--- src/rtl/cache_ctrl.sv ---
// cache_ctrl: single-port cache controller, write-through with no-write-allocate, full-line refill on read miss.
// Latency: read hit responds 2 cycles after grant, read miss 1 cycle after the last refill ack, write 1 cycle after memory ack.
// Backpressure: one request in flight; grant only while idle, and memory requests are held until mem_ack_i.
module cache_ctrl #(
  parameter int WIDTH = 32,
  parameter int C     = 16,
  parameter int WORDS = 4
) (
  input  logic             clk,
  input  logic             rst_n,
  input  logic             cpu_req_i,
  input  logic             cpu_we_i,
  input  logic [WIDTH-1:0] cpu_addr_i,
  input  logic [WIDTH-1:0] cpu_wdata_i,
  output logic             cpu_gnt_o,
  output logic             cpu_resp_o,
  output logic [WIDTH-1:0] cpu_rdata_o,
  output logic             cache_wen_o,
  output logic [WIDTH-1:0] cache_addr_o,
  output logic [WIDTH-1:0] cache_data_o,
  input  logic             cache_hit_i,
  input  logic [WIDTH-1:0] cache_data_i,
  output logic             mem_req_o,
  output logic             mem_we_o,
  output logic [WIDTH-1:0] mem_addr_o,
  output logic [WIDTH-1:0] mem_wdata_o,
  input  logic             mem_ack_i,
  input  logic [WIDTH-1:0] mem_rdata_i,
  output logic [15:0]      hit_cnt_o,
  output logic [15:0]      miss_cnt_o
);

  // Byte-offset bits within a line, and the refill word counter width.
  localparam int OFF_W = $clog2(WORDS) + 2;
  localparam int CNT_W = (WORDS > 1) ? $clog2(WORDS) : 1;
  localparam logic [CNT_W-1:0] CNT_LAST = CNT_W'(WORDS - 1);
  localparam logic [WIDTH-1:0] OFF_MASK = WIDTH'((1 << OFF_W) - 1);
  localparam logic [15:0]      CNT_MAX  = 16'hFFFF;

  typedef enum logic [2:0] {
    IDLE,
    LOOKUP,
    REFILL,
    WR_MEM,
    RESP
  } state_t;

  state_t           state_q;
  state_t           state_d;
  logic [WIDTH-1:0] addr_q;
  logic             we_q;
  logic [WIDTH-1:0] wdata_q;
  logic [WIDTH-1:0] rdata_q;
  logic [CNT_W-1:0] cnt_q;
  logic [15:0]      hit_cnt_q;
  logic [15:0]      miss_cnt_q;
  logic [CNT_W-1:0] req_off;
  logic [WIDTH-1:0] refill_addr;

  // Word offset of the requested word inside its line; a one-word line has no offset field.
  if (WORDS > 1) begin : g_off
    assign req_off = addr_q[OFF_W-1:2];
  end else begin : g_off_one
    assign req_off = '0;
  end

  // Refill walks the line from its base upward, one word per ack.
  assign refill_addr = (addr_q & ~OFF_MASK) | (WIDTH'(cnt_q) << 2);

  assign cpu_rdata_o = rdata_q;
  assign hit_cnt_o   = hit_cnt_q;
  assign miss_cnt_o  = miss_cnt_q;

  // State register; reset drops any in-flight memory request immediately.
  always_ff @(posedge clk or negedge rst_n) begin
    if (!rst_n) begin
      state_q <= IDLE;
    end else begin
      state_q <= state_d;
    end
  end

  // Next-state and all interface strobes; everything idles low unless a state drives it.
  always_comb begin
    state_d      = state_q;
    cpu_gnt_o    = 1'b0;
    cpu_resp_o   = 1'b0;
    cache_wen_o  = 1'b0;
    cache_addr_o = addr_q;
    cache_data_o = '0;
    mem_req_o    = 1'b0;
    mem_we_o     = 1'b0;
    mem_addr_o   = '0;
    mem_wdata_o  = '0;
    case (state_q)
      IDLE: begin
        // Gated by rst_n so the grant is also low while reset is held.
        cpu_gnt_o = rst_n;
        if (cpu_req_i) begin
          state_d = LOOKUP;
        end
      end
      LOOKUP: begin
        if (we_q) begin
          // Write-through: update the array only on a hit, never allocate.
          if (cache_hit_i) begin
            cache_wen_o  = 1'b1;
            cache_data_o = wdata_q;
          end
          state_d = WR_MEM;
        end else if (cache_hit_i) begin
          state_d = RESP;
        end else begin
          state_d = REFILL;
        end
      end
      REFILL: begin
        mem_req_o  = 1'b1;
        mem_addr_o = refill_addr;
        if (mem_ack_i) begin
          cache_wen_o  = 1'b1;
          cache_addr_o = refill_addr;
          cache_data_o = mem_rdata_i;
          if (cnt_q == CNT_LAST) begin
            state_d = RESP;
          end
        end
      end
      WR_MEM: begin
        mem_req_o   = 1'b1;
        mem_we_o    = 1'b1;
        mem_addr_o  = addr_q;
        mem_wdata_o = wdata_q;
        if (mem_ack_i) begin
          state_d = RESP;
        end
      end
      RESP: begin
        cpu_resp_o = 1'b1;
        state_d    = IDLE;
      end
      default: begin
        state_d = IDLE;
      end
    endcase
  end

  // Request latches, read-data capture and refill word counter.
  always_ff @(posedge clk or negedge rst_n) begin
    if (!rst_n) begin
      addr_q  <= '0;
      we_q    <= 1'b0;
      wdata_q <= '0;
      rdata_q <= '0;
      cnt_q   <= '0;
    end else begin
      case (state_q)
        IDLE: begin
          if (cpu_req_i) begin
            addr_q  <= cpu_addr_i;
            we_q    <= cpu_we_i;
            wdata_q <= cpu_wdata_i;
          end
        end
        LOOKUP: begin
          if (!we_q) begin
            if (cache_hit_i) begin
              rdata_q <= cache_data_i;
            end else begin
              cnt_q <= '0;
            end
          end
        end
        REFILL: begin
          if (mem_ack_i) begin
            // The word the CPU asked for may arrive anywhere in the line walk.
            if (cnt_q == req_off) begin
              rdata_q <= mem_rdata_i;
            end
            cnt_q <= (cnt_q == CNT_LAST) ? '0 : cnt_q + CNT_W'(1);
          end
        end
        default: begin
        end
      endcase
    end
  end

  // Hit/miss statistics, counted once per lookup and pinned at all-ones.
  always_ff @(posedge clk or negedge rst_n) begin
    if (!rst_n) begin
      hit_cnt_q  <= '0;
      miss_cnt_q <= '0;
    end else if (state_q == LOOKUP) begin
      if (cache_hit_i) begin
        if (hit_cnt_q != CNT_MAX) begin
          hit_cnt_q <= hit_cnt_q + 16'd1;
        end
      end else if (miss_cnt_q != CNT_MAX) begin
        miss_cnt_q <= miss_cnt_q + 16'd1;
      end
    end
  end

endmodule
--- config.mk ---
export PLATFORM = sky130hd
export DESIGN_NAME = cache_ctrl
export DESIGN_NICKNAME = d
export VERILOG_FILES = /design/src/rtl/cache_ctrl.sv
export SDC_FILE = /design/constraint.sdc
export NUM_CORES = 1
export LEC_CHECK = 0
export ABC_AREA = 1
export BUFFER_PORTS_ARGS = -buffer_cell sky130_fd_sc_hd__buf_4
export CAP_MARGIN = 15
export CORE_MARGIN = 2
export CORE_UTILIZATION = 48
export DETAILED_ROUTE_END_ITERATION = 6
export GPL_TIMING_DRIVEN = 1
export PLACE_DENSITY = 0.88
export SLEW_MARGIN = 20
export SYNTH_ARGS = -nofsm -noshare
export SYNTH_HDL_FRONTEND = slang
export SYNTH_SLANG_ARGS = --single-unit
--- constraint.sdc ---
create_clock -name clk -period 1.79 [get_ports clk]
set_input_delay 0.358 -clock clk [delete_from_list [all_inputs] [get_ports clk]]
set_output_delay 0.358 -clock clk [all_outputs]
set_load 0.005 [all_outputs]
==> flow_summary.ini <==
[die]
die_w_um = 127
coreArea_um2 = 15000
die_y_um = 127
num_rows = 45
start_util_pct = 48.6
ios = 331
die-area_um2 = 16200

[sta]
drv_slew = 0
setup_viol = 104
period_needed_ns = 2.07
finalClockSkew_ns = 0.00745
worst_slack_ns = -0.282
holdWs_ns = 0.0256
worst_slew_pin_slew_ns = 0.748
fmax_ghz = 0.483
rsz0062_at_grt = yes
min_period_over_period_pct = 116
relSlewSlack_pct = 50.2
finalHoldViolations = 0

[grt]
antenna_found_initial = 0
grt_first_pass_wirelength_um = 39600
grt_use_total_pct = 31.2
grt_pass1_vias = 7624
overflow = 0
grt_start_max_net_pins = 135

[status]
violations = negative setup slack
status = finished, violations left

[layout]
nNetsFinal = 1451
area_growth_syn_to_layout_pct = 51.1
final_area_um2 = 11000
diodes = 0
drive_gt1_share_pct = 35.6
final_cell_count_no_fill = 1515

[critical_path]
crit_slowest_cell = dfrtp_2
worstSetupEndpointType = primary output
crit_required_ns = 1.43
critPathMaxStageDelay_ns = 0.45
cp-start-kind = register
crit_type = reg2out
r2r_slack_ns = 0.12
reg2reg_depth = 7
path_cells = inv_4 -> nand3_4 -> nor2_4 -> nand2_4 -> buf_16 -> o22ai_2 -> buf_4
cp_data_arrival_time_ns = 1.71
timing.rr.start = state_q[2]$_DFFE_PN0P_
path_max_fanout = 16
r2r-end = cpu_rdata_o[10]$_DFFE_PN0P_

[detailed_routing]
drtIter0Drc = 799
drc = 0
routed_wl_um = 26400
drt_first_pass_iters = 6
final_antenna_net_count = 0
wl_per_cell_um = 17.4
routed_via_density = 5.35
route.vias.total = 8108

[hold_path]
hold_path.class = in2async

[power]
peakVddDrop_v = 0.000828
total_power_w = 0.0173
pwr_density_cell_nw_per_um2 = 1570
p_leak_nw = 6.06

[synth]
ys_seq_elements = 134
synthFlopType = dfrtp_1
synth_most_common_cell = nand2_1
yosysTopAreaCellShare_pct = 45.9
ys_top_cells_by_area = dfrtp_1, nand2_1, nor2_1, inv_1, a21oi_1
synth_common_cells = nand2_1, nor2_1, dfrtp_1
synth-async-reset-ratio_pct = 100
syn-num-nets = 1136
ys_types = 26
netlist_area_um2 = 7300
synth_cells = 999
ys_seq_area_share_pct = 45.9
synth-edff-count = 0
yosysWarningCount = 0
synth_area_leader_cell = dfrtp_1
synth_area_per_cell_um2 = 7.31

[placed_design]
post-place-cells = 1473
post-dp-hpwl_um = 18000
dpl-instance-area_um2 = 9900
gp_congestion = 0.932
post-place-ws_ns = 0.00599
io_buffers = 330

[clock_tree]
clock_sinks = 134
clk_pin_slew_ns = 0.06
root_buffer = clkbuf_16
numCtsBuffers = 17
cts_tree = done
clock_latency_ns = 0.41
clk_path_buf_depth = 2
h-tree-depth = 4

[job]
cap_violations = 0
-- area by class of cell --
class	count	area (µm²)
Clock buffer	18	439
Clock inverter	14	224
Fill cell	1093	4000
Inverter	132	500
Multi-Input combinational cell	659	3290
Sequential cell	134	3360
Tap cell	188	235
Timing Repair Buffer	370	2990
-- power breakdown --
group / switching [W] / total, W / internal, W
logic: 0.00467 / 0.00845 / 0.00378
registers: 0.000750 / 0.00499 / 0.00424
clock network: 0.00135 / 0.00387 / 0.00252
total: 0.00677 / 0.0173 / 0.0105
-- worst max-delay path by stage --
| stage | startpoint | end | depth (start not counted) |
|---|---|---|---|
| floorplan | state_q[2]$_DFFE_PN0P_ | cache_data_o[18] | 6 |
| global placement | state_q[2]$_DFFE_PN0P_ | cache_addr_o[0] | 8 |
| detailed placement | state_q[2]$_DFFE_PN0P_ | cache_data_o[8] | 7 |
| CTS | state_q[2]$_DFFE_PN0P_ | cache_data_o[0] | 7 |
| global route | state_q[2]$_DFFE_PN0P_ | cache_data_o[0] | 7 |
| finish | state_q[1]$_DFFE_PN0P_ | cache_data_o[0] | 7 |
-- per-stage QoR --
stage | util [%] | TNS, ns
after detailed placement | 65.9 | 0
after CTS | 72.6 | -17.92
final | 73.4 | -18.09
after global placement | 65.9 | 0
after floorplan | - | 0
after global routing | 73.4 | -25.47
-- worst max-delay path: cells and delay by family, from the launching register on --
family / cells / cell delay (ns)
buffers and inverters: 3 / 0.41
flip-flops: 1 / 0.45
AND/OR/NAND/NOR: 3 / 0.30
AO/OA/AOI/OAI: 1 / 0.13
-- state kept, by name, summed over array words and instances, names as in the netlist --
signal / cells
cpu_rdata_o: 32
state_q: 3
wdata_q: 32
cnt_q: 2
hit_cnt_o: 16
miss_cnt_o: 16
addr_q: 32
we_q: 1
-- layer usage --
layer / wire length [µm] / global-route usage (%)
met5: 0 / 0
met4: 1110 / 15.4
met3: 2460 / 9.63
met2: 13000 / 51.9
met1: 9760 / 36.7
-- cell usage in the layout, fill, tap and decap left out, drive strengths merged --
master	n
buf	369
nor2	171
xnor2	9
nand2	240
a21oi	68
nand3b	1
xor2	8
clkinv	3
clkbuf	19
clkinvlp	4
ha	3
nor3	2
bufinv	5
inv	134
o21ai	47
and3	1
nand4	14
dfrtp	134
nand3	61
o22ai	34
-- logic make-up (layout without fill, tap and decap cells) --
family | count (synthesis) | count (layout) | synth area share [%]
buf+inv | 206 | 534 | 13.2
xor+xnor | 17 | 17 | 2.04
fa+ha+maj | 3 | 3 | 0.514
flops | 134 | 134 | 45.9
simple gates | 490 | 490 | 27.6
compound gates | 149 | 149 | 10.8
-- what timing repair did --
action                                  in CTS  in global routing
resized for setup                           55                 23
hold buffers                                 0                  0
endpoints found under the setup margin     103                106
pin swaps                                    4                  2
cloned                                       2                  1
buffers inserted                             5                  3
No activity file was read; power rests on OpenSTA's default activity.
